==> src/rtl/sector_buffer.sv <==
// Receive-side sector buffer for SD CMD17 reads: hunts the start token, stores the
// 512-byte payload, checks the trailing CRC16 and serves 1-cycle random byte reads.
module sector_buffer #(
    parameter int TOKEN_TIMEOUT = 1024
) (
    input  logic       clk,
    input  logic       rst,
    input  logic       clear,
    input  logic       gets,
    input  logic [7:0] din,
    input  logic       rd_start,
    input  logic [8:0] rd_addr,
    output logic [7:0] rd_data,
    output logic       rd_rdy,
    output logic       done,
    output logic       crc_ok,
    output logic       error,
    output logic       busy
);

    localparam int TW = $clog2(TOKEN_TIMEOUT + 1);

    typedef enum logic [2:0] {WAIT_TOKEN, DATA, CRC_HI, CRC_LO, DONE, ERR} state_t;

    state_t          state, state_n;
    logic [9:0]      cnt, cnt_n;
    logic [TW-1:0]   tcnt, tcnt_n;
    logic [15:0]     crc_reg, crc_n;
    logic [15:0]     rx_crc, rx_crc_n;
    logic            crc_ok_n;
    logic            ram_we;

    logic [7:0]      ram [0:511];
    logic [7:0]      rd_q_p1;
    logic            rd_vld_p1;
    logic            rd_ok_p1;

    // CRC16-CCITT (poly 0x1021, MSB first), one byte per call.
    function automatic logic [15:0] crc16_update(input logic [15:0] c, input logic [7:0] d);
        logic [15:0] r;
        logic        fb;
        r = c;
        for (int i = 7; i >= 0; i--) begin
            fb = r[15] ^ d[i];
            r  = {r[14:0], 1'b0} ^ (fb ? 16'h1021 : 16'h0000);
        end
        return r;
    endfunction

    always_comb begin
        state_n  = state;
        cnt_n    = cnt;
        tcnt_n   = tcnt;
        crc_n    = crc_reg;
        rx_crc_n = rx_crc;
        crc_ok_n = crc_ok;
        ram_we   = 1'b0;
        if (clear) begin
            state_n  = WAIT_TOKEN;
            cnt_n    = '0;
            tcnt_n   = '0;
            crc_ok_n = 1'b0;
        end else if (gets) begin
            case (state)
                WAIT_TOKEN: begin
                    if (din == 8'hFE) begin
                        state_n = DATA;
                        cnt_n   = '0;
                        crc_n   = 16'h0000;
                    end else if (din[7:4] == 4'h0 && din[3:0] != 4'h0) begin
                        state_n = ERR;
                    end else begin
                        // Counter never wraps: ERR is entered on the step that reaches the limit.
                        tcnt_n = tcnt + TW'(1);
                        if (int'(tcnt) + 1 >= TOKEN_TIMEOUT) state_n = ERR;
                    end
                end
                DATA: begin
                    ram_we = 1'b1;
                    crc_n  = crc16_update(crc_reg, din);
                    cnt_n  = cnt + 10'd1;
                    if (cnt == 10'd511) state_n = CRC_HI;
                end
                CRC_HI: begin
                    rx_crc_n = {din, rx_crc[7:0]};
                    state_n  = CRC_LO;
                end
                CRC_LO: begin
                    rx_crc_n = {rx_crc[15:8], din};
                    crc_ok_n = ({rx_crc[15:8], din} == crc_reg);
                    state_n  = DONE;
                end
                default: ;
            endcase
        end
    end

    always_ff @(posedge clk or posedge rst) begin
        if (rst) begin
            state   <= WAIT_TOKEN;
            cnt     <= '0;
            tcnt    <= '0;
            crc_reg <= 16'h0000;
            rx_crc  <= 16'h0000;
            crc_ok  <= 1'b0;
        end else begin
            state   <= state_n;
            cnt     <= cnt_n;
            tcnt    <= tcnt_n;
            crc_reg <= crc_n;
            rx_crc  <= rx_crc_n;
            crc_ok  <= crc_ok_n;
        end
    end

    // Stage p1: dual-port RAM, write from the byte stream, synchronous read for the host.
    always_ff @(posedge clk) begin
        if (ram_we) ram[cnt[8:0]] <= din;
        if (rd_start) rd_q_p1 <= ram[rd_addr];
    end

    always_ff @(posedge clk or posedge rst) begin
        if (rst) begin
            rd_vld_p1 <= 1'b0;
            rd_ok_p1  <= 1'b0;
        end else begin
            rd_vld_p1 <= rd_start;
            rd_ok_p1  <= rd_start && (state == DONE);
        end
    end

    assign rd_rdy  = rd_vld_p1;
    assign rd_data = rd_ok_p1 ? rd_q_p1 : 8'h00;
    assign done    = (state == DONE);
    assign error   = (state == ERR);
    assign busy    = (state == DATA) || (state == CRC_HI) || (state == CRC_LO);

endmodule

==> config.mk <==
export PLATFORM = sky130hd
export DESIGN_NAME = sector_buffer
export DESIGN_NICKNAME = d
export VERILOG_FILES = /design/src/rtl/sector_buffer.sv
export SDC_FILE = /design/constraint.sdc
export NUM_CORES = 2
export LEC_CHECK = 0
export CAP_MARGIN = 10
export CORE_MARGIN = 3
export CORE_UTILIZATION = 45
export CTS_BUF_LIST = sky130_fd_sc_hd__clkbuf_8
export DETAILED_ROUTE_END_ITERATION = 6
export DONT_BUFFER_PORTS = 1
export PLACE_DENSITY = 0.6
export SLEW_MARGIN = 20
export SYNTH_ARGS = -nofsm -noshare
export SYNTH_HDL_FRONTEND = slang
export SYNTH_SLANG_ARGS = --single-unit
export TNS_END_PERCENT = 5
==> constraint.sdc <==
create_clock -name clk -period 4.6 [get_ports clk]
set_clock_uncertainty 0.1 [all_clocks]
set_input_delay 0.46 -clock clk [delete_from_list [all_inputs] [get_ports clk]]
set_output_delay 0.46 -clock clk [all_outputs]
set_load 0.01 [all_outputs]
==> report_table.html <==
<table>
<tr><th>Metric</th><th>Value</th></tr>
<tr><th colspan="2">Detailed routing</th></tr>
<tr><td>DR DRC count</td><td>0</td></tr>
<tr><td>ANT nets after route</td><td>0</td></tr>
<tr><td>Average routed wire per standard cell</td><td>30.58 um</td></tr>
<tr><td>Number of DRC markers in iteration 0</td><td>10,330</td></tr>
<tr><td>Number of detailed-routing iterations run before antenna repair</td><td>6</td></tr>
<tr><td>Vias</td><td>86,560</td></tr>
<tr><td>Final wirelength</td><td>440,900 um</td></tr>
<tr><td>Routed vias/inst</td><td>6.004</td></tr>
<tr><th colspan="2">Floorplanning</th></tr>
<tr><td>Die area</td><td>370,700 um2</td></tr>
<tr><td>Core Region</td><td>~360,000 um2</td></tr>
<tr><td>Initial core utilization</td><td>45.35%</td></tr>
<tr><td>Height of the die</td><td>roughly 610 um</td></tr>
<tr><td>Std cell rows</td><td>220</td></tr>
<tr><td>Width of the chip</td><td>608.8 um</td></tr>
<tr><td>I/O pin total</td><td>35</td></tr>
<tr><th colspan="2">STA</th></tr>
<tr><td>Headroom to the max-slew limit</td><td>-2.853%</td></tr>
<tr><td>Final Hold Slack</td><td>-678.1 ps</td></tr>
<tr><td>Final Hold Vio Count</td><td>822</td></tr>
<tr><td>Aggregate negative setup slack</td><td>0 ps</td></tr>
<tr><td>Final worst-path cycle share</td><td>98.89%</td></tr>
<tr><td>Pins over their slew limit</td><td>48</td></tr>
<tr><td>Final critical-path required period</td><td>4549 ps</td></tr>
<tr><td>Highest clock rate</td><td>219.8 MHz</td></tr>
<tr><td>RSZ-0062 raised after global routing</td><td>true</td></tr>
<tr><td>Slew at the pin closest to its max-slew limit</td><td>1543 ps</td></tr>
<tr><td>Final setup violation count</td><td>0</td></tr>
<tr><th colspan="2">Worst setup path</th></tr>
<tr><td>Crit path capture</td><td>rd_q_p1[3]</td></tr>
<tr><td>Path depth of the worst reg2reg path</td><td>7</td></tr>
<tr><td>Launching instance or port of the critical path</td><td>rd_addr[0]</td></tr>
<tr><td>Arrival time worst endpoint</td><td>5510 ps</td></tr>
<tr><td>Worst R2R End</td><td>ram[43][0]</td></tr>
<tr><td>CP bufs+invs</td><td>9</td></tr>
<tr><td>Crit end category</td><td>register</td></tr>
<tr><td>Startpoint-to-endpoint class of the critical path</td><td>in2reg</td></tr>
<tr><td>Highest fanout seen on the critical path</td><td>78</td></tr>
<tr><td>Most Frequent Cell on Critical Path</td><td>buf_16</td></tr>
<tr><td>Kind of launch point of the worst setup path</td><td>input pin</td></tr>
<tr><td>CP peak stage delay</td><td>470 ps</td></tr>
<tr><td>Cell family with most CP delay</td><td>buffers and inverters</td></tr>
<tr><td>Count of cell instances traversed by the critical path</td><td>15</td></tr>
<tr><td>Worst path required time</td><td>between 5000 and 6000 ps</td></tr>
<tr><td>Cell-by-cell listing of the critical path</td><td>buf_16 &gt; buf_16 &gt; buf_16 &gt; buf_16 &gt; buf_16 &gt; buf_16 &gt; buf_16 &gt; mux4_2 &gt; nor3_1 &gt; buf_4 &gt; nor4_1 &gt; nand4_1 &gt; buf_4 &gt; nor3_1 &gt; and4bb_1</td></tr>
<tr><td>Reg2Reg Setup Slack</td><td>between 600 and 700 ps</td></tr>
<tr><td>Worst reg2reg path startpoint</td><td>state[2]</td></tr>
<tr><td>Highest-delay cell along the critical path</td><td>nor4_1</td></tr>
<tr><th colspan="2">GRT</th></tr>
<tr><td>Antenna violations before repair</td><td>18</td></tr>
<tr><td>Met2 usage</td><td>36.77%</td></tr>
<tr><td>Vias in the first global route</td><td>87,090</td></tr>
<tr><td>Wire length of the first global-routing pass</td><td>629,300 um</td></tr>
<tr><td>Met3 usage in global routing</td><td>4.794%</td></tr>
<tr><td>Largest net degree at the start of global routing</td><td>703</td></tr>
<tr><td>Leftover overflow at the end of global routing</td><td>0</td></tr>
<tr><td>GRT met1 Usage</td><td>32.71%</td></tr>
<tr><td>Layer with the highest usage</td><td>met2</td></tr>
<tr><td>GRT Overall Usage</td><td>23.25%</td></tr>
<tr><th colspan="2">CTS</th></tr>
<tr><td>Post-CTS clock slew at the launch and capture registers of the worst setup and hold paths</td><td>60 ps</td></tr>
<tr><td>Setup fix buffers added after clock tree synthesis</td><td>0</td></tr>
<tr><td>Sinks on Clock Net</td><td>4,155</td></tr>
<tr><td>Max Buffers Root-to-Sink</td><td>4</td></tr>
<tr><td>CTS HTree Levels</td><td>6</td></tr>
<tr><td>Clock latency of the later-clocked register in the worst-skew pair</td><td>1230 ps</td></tr>
<tr><td>Clock root cell</td><td>clkbuf_8</td></tr>
<tr><td>Clock buffers created by TritonCTS</td><td>662</td></tr>
<tr><td>CTS tree</td><td>yes</td></tr>
<tr><th colspan="2">Layout</th></tr>
<tr><td>Post-layout instance count excluding filler cells</td><td>14,420</td></tr>
<tr><td>Largest register FFs</td><td>4,096</td></tr>
<tr><td>Number of nets at the end of the flow</td><td>9,151</td></tr>
<tr><td>Post-Layout Inst Area</td><td>between 150,000 and 200,000 um2</td></tr>
<tr><td>Area Growth Syn to Fin</td><td>12.89%</td></tr>
<tr><td>Fraction of final layout cells with drive strength greater than 1</td><td>22.71%</td></tr>
<tr><th colspan="2">Synth</th></tr>
<tr><td>Syn Area/Cell</td><td>~20 um2</td></tr>
<tr><td>Number of enable flip-flop cells after synthesis</td><td>4,104</td></tr>
<tr><td>Top cell type's share of synthesized area</td><td>around 75%</td></tr>
<tr><td>Synth Warn #</td><td>0</td></tr>
<tr><td>Flops &amp; latches, synth</td><td>~4,200</td></tr>
<tr><td>Syn Inst Count</td><td>8,317</td></tr>
<tr><td>Count of different cell masters after synthesis</td><td>between 60 and 70</td></tr>
<tr><td>Library cell occupying the most area in the post-synthesis netlist</td><td>edfxtp_1</td></tr>
<tr><td>Most used DFF post-synth</td><td>edfxtp_1</td></tr>
<tr><td>Seq/Total Area, Yosys</td><td>76.14%</td></tr>
<tr><td>Most frequent cell after synthesis</td><td>edfxtp_1</td></tr>
<tr><td>Net count after synthesis</td><td>8,344</td></tr>
<tr><td>Post-synth ARST share</td><td>1.227%</td></tr>
<tr><td>Post-synthesis cell area</td><td>163,500 um2</td></tr>
<tr><td>Commonest cells in the synthesized netlist</td><td>edfxtp_1, mux2i_1, mux4_2</td></tr>
<tr><td>Ranking of synthesized cells by area</td><td>edfxtp_1, mux4_2, mux2i_1</td></tr>
<tr><th colspan="2">Placed design</th></tr>
<tr><td>Routability-driven placement congestion ratio</td><td>0.8593</td></tr>
<tr><td>Count of buffers from port buffering</td><td>0</td></tr>
<tr><td>Placed inst area</td><td>171,300 um2</td></tr>
<tr><td>Post-detail-place hpwl</td><td>~240,000 um</td></tr>
<tr><td>Inst Count DP</td><td>13,170</td></tr>
<tr><th colspan="2">Status</th></tr>
<tr><td>Failing checks</td><td>negative hold slack, max-slew violations</td></tr>
<tr><td>Run status</td><td>finished, violations left</td></tr>
<tr><th colspan="2">Power</th></tr>
<tr><td>Leakage power summed over all cells</td><td>60.20 nW</td></tr>
<tr><td>Peak supply drop</td><td>0.3067 mV</td></tr>
<tr><td>Power per Cell Area</td><td>roughly 400 nW/um2</td></tr>
<tr><th colspan="2">Hold path</th></tr>
<tr><td>Worst hold-check path type</td><td>in2reg</td></tr>
<tr><th colspan="2">Run</th></tr>
<tr><td>MaxCap Viol Count</td><td>0</td></tr>
</table>
==> worst min-delay path by stage <==
| stage | start | endpoint | slack (ps) | cells past startpoint |
|---|---|---|---|---|
| 2_1_floorplan | cnt[9] | cnt[9] | 350 | 1 |
| 3_3_place_gp | cnt[9] | cnt[9] | 390 | 1 |
| 6_report | din[0] | ram[74][0] | -680 | 0 |
| 3_5_place_dp | rd_start | rd_rdy | 390 | 0 |
| 5_1_grt | din[0] | ram[72][0] | -730 | 0 |
| 4_1_cts | din[7] | ram[92][7] | -650 | 0 |
==> cell type report <==
class / instances / area [um2]
Tap cell: 4773 / 5972
Timing Repair Buffer: 670 / 6294
Multi-Input combinational cell: 3625 / 35680
Clock buffer: 674 / 9276
Antenna cell: 11 / 27.53
Inverter: 10 / 47.55
Clock inverter: 498 / 2803
Fill cell: 28730 / 176000
Sequential cell: 4155 / 124500
==> timing repair <==
action                                  in CTS  in global routing
endpoints found under the setup margin       8                  8
gates resized for setup                      1                  1
hold buffers                                33                  9
endpoints found under the hold margin     4193               2815
cloned                                       6                  2
==> cells in the final DEF (no fill, tap or decap), types with 69 or more instances in the layout <==
master,count
a21oi_1,169
buf_4,566
clkbuf_8,674
clkinv_1,156
clkinv_2,69
edfxtp_1,4104
inv_1,209
mux2i_1,732
mux4_2,671
nand2_1,137
nor2_1,572
nor3_1,174
o21ai_0,102
o221ai_1,269
o22ai_1,218
==> layer usage <==
layer / share of wire [%] / vias up
li1: - / 36150
met1: 41 / 45650
met2: 47 / 4064
met3: 8.7 / 692
met4: 3.1 / 2
met5: 0.0016 / -
==> metrics by stage <==
| stage | setup slack [ps] | util (%) | total power, mW |
|---|---|---|---|
| 6_report | 51.04 | 51.20 | 74.32 |
| 3_3_place_gp | -2771 | 47.48 | 45.12 |
| 5_1_grt | -65.16 | 51.19 | 76.69 |
| 2_1_floorplan | 1742 | - | 44.43 |
| 4_1_cts | 9.821 | 51.01 | 74.29 |
| 3_5_place_dp | -3186 | 47.51 | 45.13 |
==> power breakdown <==
part | switching (mW) | total, mW | internal [mW]
clock network | 14.6 | 29.4 | 14.8
registers | 0.0329 | 41.7 | 41.7
logic | 1.98 | 3.27 | 1.29
total | 16.6 | 74.3 | 57.7
==> kinds of logic after synthesis <==
kind of cell / synth area share [%]
AND/OR/NAND/NOR: 3.345
buffers and inverters: 2.137
AO/OA/AOI/OAI: 4.042
flip-flops: 76.14
multiplexers: 14.03
adder cells (fa/ha/maj): 0.03826
XOR/XNOR: 0.2624
Note: power is estimated with default switching activity, not from simulation.
